## config.mk

```make
export PLATFORM = sky130hd
export DESIGN_NAME = adc_seq_ctrl
export DESIGN_NICKNAME = d
export VERILOG_FILES = /design/src/rtl/adc_seq_ctrl.sv
export SDC_FILE = /design/constraint.sdc
export NUM_CORES = 1
export LEC_CHECK = 0
export CAP_MARGIN = 30
export CORE_UTILIZATION = 55
export CTS_BUF_LIST = sky130_fd_sc_hd__clkbuf_4 sky130_fd_sc_hd__clkbuf_8 sky130_fd_sc_hd__clkbuf_16
export CTS_CLUSTER_SIZE = 8
export DETAILED_ROUTE_END_ITERATION = 8
export DONT_BUFFER_PORTS = 1
export PLACE_DENSITY = 0.7
export SYNTH_ARGS = -nofsm -noshare
export SYNTH_HDL_FRONTEND = slang
export SYNTH_SLANG_ARGS = --single-unit
```

## constraint.sdc

```tcl
create_clock -name aclk -period 4.1 [get_ports aclk]
set_clock_uncertainty 0.05 [all_clocks]
set_input_delay 0.82 -clock aclk [delete_from_list [all_inputs] [get_ports aclk]]
set_output_delay 0.82 -clock aclk [all_outputs]
set_load 0.01 [all_outputs]
```

## src/rtl/adc_seq_ctrl.sv

```systemverilog
// rtl/adc_seq_ctrl.sv - ADC sampling sequencer with DRP result readout
//
// Purpose:
//   Generates a periodic sample tick. On each tick it converts NUM_CH
//   channels in order. For each channel it pulses convst, waits for eoc,
//   reads the result over a DRP read handshake, and emits one
//   adc_data/adc_data_valid beat tagged with the channel index.
//   Ticks that arrive mid-sequence are dropped and flagged as overruns.
//   Stalled eoc/drdy waits are flagged as timeouts.
//
// Ports:
//   aclk, areset        clock, asynchronous active-high reset
//   enable              run the tick generator and the sequencer
//   sample_div          tick period minus 1, in aclk cycles
//   err_clr             clears overrun and timeout_err (a set event wins)
//   convst / eoc        conversion start pulse / end of conversion
//   drp_den, drp_dwe    DRP read enable pulse; write enable (always 0)
//   drp_daddr           DRP address, CH_ADDR_BASE + channel
//   drp_drdy, drp_do    DRP data ready and read data
//   adc_data, adc_ch    captured sample and its channel index
//   adc_data_valid      one-cycle strobe for adc_data/adc_ch
//   overrun             sticky: tick arrived while the FSM was busy
//   timeout_err         sticky: eoc or drdy wait ran out
//   busy                FSM not in IDLE
module adc_seq_ctrl #(
  parameter int unsigned NUM_CH       = 2,
  parameter logic [6:0]  CH_ADDR_BASE = 7'h10,
  parameter int unsigned DIV_W        = 16,
  parameter int unsigned TIMEOUT      = 1023
) (
  input  logic             aclk,
  input  logic             areset,
  input  logic             enable,
  input  logic [DIV_W-1:0] sample_div,
  input  logic             err_clr,
  output logic             convst,
  input  logic             eoc,
  output logic             drp_den,
  output logic             drp_dwe,
  output logic [6:0]       drp_daddr,
  input  logic             drp_drdy,
  input  logic [15:0]      drp_do,
  output logic [15:0]      adc_data,
  output logic             adc_data_valid,
  output logic [3:0]       adc_ch,
  output logic             overrun,
  output logic             timeout_err,
  output logic             busy
);

  localparam int unsigned       WAIT_W    = $clog2(TIMEOUT + 1);
  // The wait counter is 0 in the first cycle of a state, so this value
  // marks the last allowed cycle: the flag then shows TIMEOUT cycles
  // after entry.
  localparam logic [WAIT_W-1:0] WAIT_LAST = WAIT_W'(TIMEOUT - 1);
  localparam logic [3:0]        CH_LAST   = 4'(NUM_CH - 1);

  typedef enum logic [1:0] {
    IDLE,
    CONV,
    READ,
    OUT
  } state_t;

  // Tick generator
  logic [DIV_W-1:0] cnt_q, cnt_d;
  logic             tick;

  always_comb begin
    tick = enable && (cnt_q == '0);
    if (!enable || tick) begin
      cnt_d = sample_div;
    end else begin
      cnt_d = cnt_q - DIV_W'(1);
    end
  end

  // Sequencer state and registered outputs
  state_t            state_q, state_d;
  logic [3:0]        ch_q, ch_d;
  logic [WAIT_W-1:0] wcnt_q, wcnt_d;
  logic              convst_q, convst_d;
  logic              den_q, den_d;
  logic [6:0]        daddr_q, daddr_d;
  logic [15:0]       data_q, data_d;
  logic              valid_q, valid_d;
  logic [3:0]        adc_ch_q, adc_ch_d;
  logic              ovr_q, ovr_d;
  logic              to_q, to_d;
  logic              busy_q, busy_d;
  logic              to_set;

  always_comb begin
    state_d  = state_q;
    ch_d     = ch_q;
    wcnt_d   = wcnt_q + WAIT_W'(1);
    convst_d = 1'b0;
    den_d    = 1'b0;
    daddr_d  = daddr_q;
    data_d   = data_q;
    valid_d  = 1'b0;
    adc_ch_d = adc_ch_q;
    to_set   = 1'b0;

    case (state_q)
      IDLE: begin
        wcnt_d = '0;
        if (tick) begin
          state_d  = CONV;
          ch_d     = 4'd0;
          convst_d = 1'b1;
        end
      end
      CONV: begin
        // convst_q is high only in the entry cycle; eoc is not accepted there.
        if (eoc && !convst_q) begin
          state_d = READ;
          wcnt_d  = '0;
          den_d   = 1'b1;
          daddr_d = CH_ADDR_BASE + {3'b000, ch_q};
        end else if (wcnt_q == WAIT_LAST) begin
          to_set  = 1'b1;
          state_d = IDLE;
          ch_d    = 4'd0;
          wcnt_d  = '0;
        end
      end
      READ: begin
        if (drp_drdy) begin
          state_d  = OUT;
          wcnt_d   = '0;
          data_d   = drp_do;
          adc_ch_d = ch_q;
          valid_d  = 1'b1;
        end else if (wcnt_q == WAIT_LAST) begin
          to_set  = 1'b1;
          state_d = IDLE;
          ch_d    = 4'd0;
          wcnt_d  = '0;
        end
      end
      OUT: begin
        wcnt_d = '0;
        if (ch_q == CH_LAST || !enable) begin
          state_d = IDLE;
          ch_d    = 4'd0;
        end else begin
          state_d  = CONV;
          ch_d     = ch_q + 4'd1;
          convst_d = 1'b1;
        end
      end
      default: begin
        state_d = IDLE;
        ch_d    = 4'd0;
        wcnt_d  = '0;
      end
    endcase

    busy_d = (state_d != IDLE);

    // Set has priority over clear on both sticky flags.
    if (tick && (state_q != IDLE)) begin
      ovr_d = 1'b1;
    end else if (err_clr) begin
      ovr_d = 1'b0;
    end else begin
      ovr_d = ovr_q;
    end

    if (to_set) begin
      to_d = 1'b1;
    end else if (err_clr) begin
      to_d = 1'b0;
    end else begin
      to_d = to_q;
    end
  end

  always_ff @(posedge aclk or posedge areset) begin
    if (areset) begin
      cnt_q    <= '0;
      state_q  <= IDLE;
      ch_q     <= 4'd0;
      wcnt_q   <= '0;
      convst_q <= 1'b0;
      den_q    <= 1'b0;
      daddr_q  <= CH_ADDR_BASE;
      data_q   <= 16'h0000;
      valid_q  <= 1'b0;
      adc_ch_q <= 4'd0;
      ovr_q    <= 1'b0;
      to_q     <= 1'b0;
      busy_q   <= 1'b0;
    end else begin
      cnt_q    <= cnt_d;
      state_q  <= state_d;
      ch_q     <= ch_d;
      wcnt_q   <= wcnt_d;
      convst_q <= convst_d;
      den_q    <= den_d;
      daddr_q  <= daddr_d;
      data_q   <= data_d;
      valid_q  <= valid_d;
      adc_ch_q <= adc_ch_d;
      ovr_q    <= ovr_d;
      to_q     <= to_d;
      busy_q   <= busy_d;
    end
  end

  assign convst         = convst_q;
  assign drp_den        = den_q;
  assign drp_dwe        = 1'b0;
  assign drp_daddr      = daddr_q;
  assign adc_data       = data_q;
  assign adc_data_valid = valid_q;
  assign adc_ch         = adc_ch_q;
  assign overrun        = ovr_q;
  assign timeout_err    = to_q;
  assign busy           = busy_q;

endmodule

```

==> results of run 1 <==
==> where the power goes <==
group          leakage [nW]  internal (W)  switching, W
registers             0.795      0.000763      0.000178
logic                 0.505      0.000199      0.000231
clock network        0.0990      0.000304      0.000232
total                  1.40       0.00127      0.000641
==> logic make-up after synthesis <==
family,synth area share (%)
flip-flops,52.6
XOR/XNOR,6.53
multiplexers,7.21
AND/OR/NAND/NOR,16.2
other,0.254
adder cells (fa/ha/maj),4.24
buffers and inverters,3.77
AO/OA/AOI/OAI,9.20
==> cells in the final DEF, fill, tap and decap left out, types with 5 or more instances in the layout <==
master	instances
o21ai_0	23
dfrtp_1	62
clkbuf_8	10
inv_1	15
nor2_1	20
xnor2_1	5
xor2_1	17
ha_1	10
a21oi_1	5
nand2_1	31
nand3_1	10
mux2_2	18
==> final timing paths <==
| path | to | slack [ns] |
|---|---|---|
| setup reg to reg | cnt_q[6] | 1.74 |
| hold / removal | drp_den | 0.50 |
| hold reg to reg | wcnt_q[9] | 0.50 |
| setup / recovery | cnt_q[6] | 1.74 |
| min in group aclk | wcnt_q[9] | 0.50 |
| max in group asynchronous | drp_daddr[1] | 2.73 |
==> registers in the layout (all words and copies together) (netlist names) <==
signal          flops
drp_den             1
state_q             2
drp_daddr           4
timeout_err         1
overrun             1
adc_ch              4
convst              1
busy                1
wcnt_q             10
adc_data_valid      1
adc_data           16
ch_q                4
cnt_q              16
==> cell type report <==
class | count | share of cell area, %
sequential | 62 | 48.2
clock buffer | 11 | 4.51
multi-input combinational | 190 | 40.5
inverter | 17 | 1.98
clock inverter | 5 | 1.83
tap | 70 | 2.72
timing repair buffer | 1 | 0.233
==> synth_stat cells, types with 2 or more instances <==
library cell  count  share of area (%)
dfrtp_1          62                 53
nand2_1          31                3.9
o21ai_0          23                3.9
nor2_1           20                2.5
mux2_2           18                6.9
xor2_1           17                5.0
inv_1            16                2.0
ha_1             10                4.2
nand3_1          10                1.7
a21oi_1           5               0.85
xnor2_1           5                1.5
and3_1            4               0.85
buf_4             4                1.0
nor3_1            4               0.68
nand4_1           3               0.64
o21ai_1           3               0.51
o22ai_1           3               0.64
buf_2             2               0.34
conb_1            2               0.25
nand3b_1          2               0.51
nand4b_1          2               0.59
nor2b_1           2               0.42
nor4_1            2               0.42
or3_1             2               0.42
==> routing by layer <==
layer	up-vias	wire, um	GRT usage, %	part of all wire [%]
li1	949	-	-	-
met1	941	2270	24.1	44
met2	45	2520	33.0	49
met3	6	341	8.70	6.6
met4	0	62	7.41	1.2
met5	-	0	0	0
==> per-stage QoR <==
step | power (W) | setup WS (ns) | util, % | instance area (sq um) | hold WS [ns]
final | 0.00191 | 1.74 | 62.6 | 3220 | 0.498
after global routing | 0.00203 | 1.45 | 62.6 | 3220 | 0.510
after CTS | 0.00193 | 1.71 | 62.6 | 3220 | 0.499
after detailed placement | 0.00139 | 1.72 | 58.7 | 3020 | 0.484
after global placement | 0.00138 | 1.84 | 58.7 | 3020 | 0.471
after floorplan | 0.00128 | 1.69 | - | 2960 | 0.454
==> results.toml, run 1 <==
[outcome]
status = "complete, no violations"

[global_route]
grt_use_total_pct = 20.3
grt_max_degree = 46
antenna_found_initial = 0
grt_pass1_vias = 1855
grt_overflow = 0
grt_pass1_wl_um = 8440

[clock_network]
clock_sinks = 62
clockBufferDepth = 2
cts_hold_buffers = 0
htreeDepth = 3
cts_setup_buffers = 0
insertion_delay_ns = 0.33
cts_buffers = 9
post_cts_resized = 0
cts.clk_slew.worst_paths_ns = 0.07
cts_tree = "built"
cts_root_buf = "clkbuf_8"

[floorplan]
core_area_sq_um = 5140
std_cell_rows = 26
start_util_pct = 57.4
ios = 72
dieArea_sq_um = 5660
die_x_um = 75.3
die_y_um = 75.3

[sta]
fin_setup_tns_ns = 0
setup_viol = 0
rsz0062_at_grt = "false"
hold_viol = 0
min_period_ns = 2.36
period_share_pct = 57.5
slew_violations = 0
fmax_mhz = 424
worstMarginPinSlew_ns = 1.02
timing.slew.headroom_pct = 31.7

[final_layout]
seqCellArea_sq_um = 1550
synthToLayoutAreaGrowth_pct = 9.07
fill_cells = 435
drive_gt1_share_pct = 15.7
multi_input_area_sq_um = 1310
antenna_cells = 0
fin_cells = 356
fin_nets = 329

[worst_setup_path]
worstSetupPathType = "reg2reg"
cpPeakStageDelay_ns = 0.86
crit_chain = "nor4_2 > nand3_2 > o31ai_4 > o21ai_0"
crit_path_end_kind = "flop"
startpoint = "cnt_q[10]"
cp.required_ns = 4.22
start_kind = "flop"
cp.depth = 4
cp.buffers_inverters = 0
r2r_cells = 4
critPathTopFamily = "compound AO/OA/AOI/OAI gates"
cp_max_fo = 32
crit_slowest_cell = "o31ai_4"
worst-endpoint-arrival_ns = 2.48
r2r-start = "cnt_q[10]"

[placement]
portBuffers = 0
gp_congestion = 0.853
dpl.hpwl_um = 3670
placed_cells = 340

[yosys]
ys.flop_type = "dfrtp_1"
syn_inst = 275
synth_area_sq_um = 2950
yosysSeqAreaShare_pct = 52.6
synthArstFlopShare_pct = 100
synth_edf_count = 0
synth_warnings = 0
synth.ff_latch_count = 62
avgSynthCellArea_sq_um = 10.7
ys_types = 47

[detailed_routing]
vias = 1941
routed_via_density = 5.45
firstDrtPassIters = 4
drc = 0
drt_iter0_drc = 51
post_drt_wl_per_cell_um = 14.6
drtAntennaViolNets = 0
routed_wirelength_um = 5190

[pwr]
vdd_ir_drop_max_uv = 267
power_density_nw_per_um2 = 592
p_leak_nw = 1.40

[worst_hold_path]
hp-class = "in2async"

[job]
drv_cap = 0
No activity file was read; power rests on OpenSTA's default activity.
==> inputs of run 2 (changes only) <==
==> constraint.sdc (replaced) <==
create_clock -name aclk -period 2.28 [get_ports aclk]
set_clock_uncertainty 0.05 [all_clocks]
set_input_delay 0.456 -clock aclk [delete_from_list [all_inputs] [get_ports aclk]]
set_output_delay 0.456 -clock aclk [all_outputs]
set_load 0.01 [all_outputs]
==> run 2 against run 1 <==
Global-route usage increased by 1.1 points. Wire length grew 1.6%. Register-to-register slack worse by 1.5 ns. Utilization grew 2.3 points. Critical path type unchanged. Non-clock buffer count up 5. First-iteration DRC count rose by 57%. Highest routed layer unchanged. Cell area up 3.6%.
==> results.toml, run 2 (synthesis gave the netlist of run 1 again) <==
[floorplan]
start_util_pct = 57.4
die_x_um = 75.3
ios = 72
core_area_sq_um = 5140
std_cell_rows = 26
dieArea_sq_um = 5660
die_y_um = 75.3

[global_route]
grt_use_met3_pct = 7.90
grt_pass1_vias = 1916
grt_use_total_pct = 21.4
antenna_found_initial = 0
grt_pass1_wl_um = 8800
grt_max_degree = 63
grt_busiest_layer = "met2"
grt.met1_usage_pct = 27.1
grt_use_met2_pct = 32.4
grt_overflow = 0

[detailed_routing]
routed_via_density = 5.36
drc = 0
firstDrtPassIters = 4
drt_iter0_drc = 80
vias = 1934
routed_wirelength_um = 5270
post_drt_wl_per_cell_um = 14.6
drtAntennaViolNets = 0

[sta]
timing.slew.headroom_pct = 64.9
setup_viol = 0
period_share_pct = 88.4
slew_violations = 0
fin_setup_tns_ns = 0
hold_viol = 0
fmax_mhz = 496
min_period_ns = 2.02
worstMarginPinSlew_ns = 0.527
rsz0062_at_grt = "false"

[pwr]
p_leak_nw = 1.46
power_density_nw_per_um2 = 1140
vdd_ir_drop_max_uv = 752

[final_layout]
drive_gt1_share_pct = 17.2
synthToLayoutAreaGrowth_pct = 13.0
final_cell_mix = "62 x dfrtp_1, 31 x nand2_1, 23 x o21ai_0, 20 x nor2_1, 18 x mux2_2"
final_common_cell = "dfrtp_1"
fin_nets = 334
antenna_cells = 0
fin_cells = 361
fin_util_pct = 64.9

[worst_hold_path]
hp-class = "in2async"

[clock_network]
cts.clk_slew.worst_paths_ns = 0.07
cts_setup_buffers = 0
cts_buffers = 9
cts_hold_buffers = 0
clock_sinks = 62
cts_root_buf = "clkbuf_8"
clockBufferDepth = 2
post_cts_resized = 0
cts_tree = "built"
htreeDepth = 3
insertion_delay_ns = 0.34

[placement]
portBuffers = 0
placed_cells = 345
gp_congestion = 0.783
dpl.hpwl_um = 3800

[worst_setup_path]
r2r_setup_slack_ns = 0.26
start_kind = "flop"
startpoint = "cnt_q[10]"
crit_path_end_kind = "flop"
crit_slowest_cell = "dfrtp_1"
cp_max_fo = 5
r2r-start = "cnt_q[10]"
critPathTopFamily = "simple AND/OR/NAND/NOR gates"
cp.required_ns = 2.49
cp.buffers_inverters = 0
worstSetupPathType = "reg2reg"
cpPeakStageDelay_ns = 0.42
crit_chain = "nor4_2 > nand3_2 > o41ai_4 > and3_1 > mux2i_1"
worst-endpoint-arrival_ns = 2.23

[outcome]
status = "complete, no violations"

[job]
drv_cap = 0
==> run 2: cell count changes in the layout (fill, tap and decap cells not counted) <==
cell	delta
buf_4	+4
bufinv_16	+3
buf_12	+1
clkbuf_4	-1
clkinv_4	-1
clkinvlp_4	-1
==> run 2: final timing paths <==
path,end,depth (start not counted)
max,ch_q[1],5
max in group asynchronous,cnt_q[5],2
max reg2reg,ch_q[1],5
min reg2reg,wcnt_q[9],2
min in group aclk,overrun,1
min,adc_data[8],2
==> run 2: power by group <==
group,leakage [nW],total (W),internal (W),switching [W]
Sequential,0.795,0.00170,0.00137,0.000324
Clock,0.132,0.00128,0.000864,0.000411
Combinational,0.533,0.000829,0.000393,0.000436
Total,1.46,0.00380,0.00263,0.00117
==> run 2: area by class of cell <==
type,count,area (sq um)
Inverter,17,63.8
Multi-Input combinational cell,190,1310
Timing Repair Buffer,6,57.6
Clock buffer,10,138
Clock inverter,6,133
Sequential cell,62,1550
Fill cell,427,1800
Tap cell,70,87.6
==> run 2: per-stage QoR <==
step | total power (W) | cell area, sq um | hold slack (ns) | setup slack [ns]
2_1_floorplan | 0.00231 | 2960 | 0.454 | 0.233
5_1_grt | 0.00404 | 3340 | 0.0293 | 0.106
6_report | 0.00380 | 3340 | 0.00142 | 0.264
3_3_place_gp | 0.00252 | 3070 | 0.380 | 0.345
4_1_cts | 0.00385 | 3340 | 0.00233 | 0.255
3_5_place_dp | 0.00255 | 3070 | 0.379 | 0.266
==> run 2: worst register-to-register path, stage by stage (launching register included) <==
cell and delay [ns]:
dfrtp_1 0.42, nor4_2 0.41, nand3_2 0.21, o41ai_4 0.36
and3_1 0.29, mux2i_1 0.20
==> run 2: metal layers <==
layer	vias to the layer above	part of all wire, %
li1	959	-
met1	916	44
met2	49	49
met3	10	5.3
met4	0	1.5
met5	-	0
==> inputs of run 3 (changes only) <==
--- a/config.mk
+++ b/config.mk
@@ -11,6 +11,7 @@
 export CTS_CLUSTER_SIZE = 8
 export DETAILED_ROUTE_END_ITERATION = 8
 export DONT_BUFFER_PORTS = 1
+export GPL_ROUTABILITY_DRIVEN = 1
 export PLACE_DENSITY = 0.7
 export SYNTH_ARGS = -nofsm -noshare
 export SYNTH_HDL_FRONTEND = slang
==> results of run 3 <==
No change in the layout: final DEF, timing and power equal those of run 2.
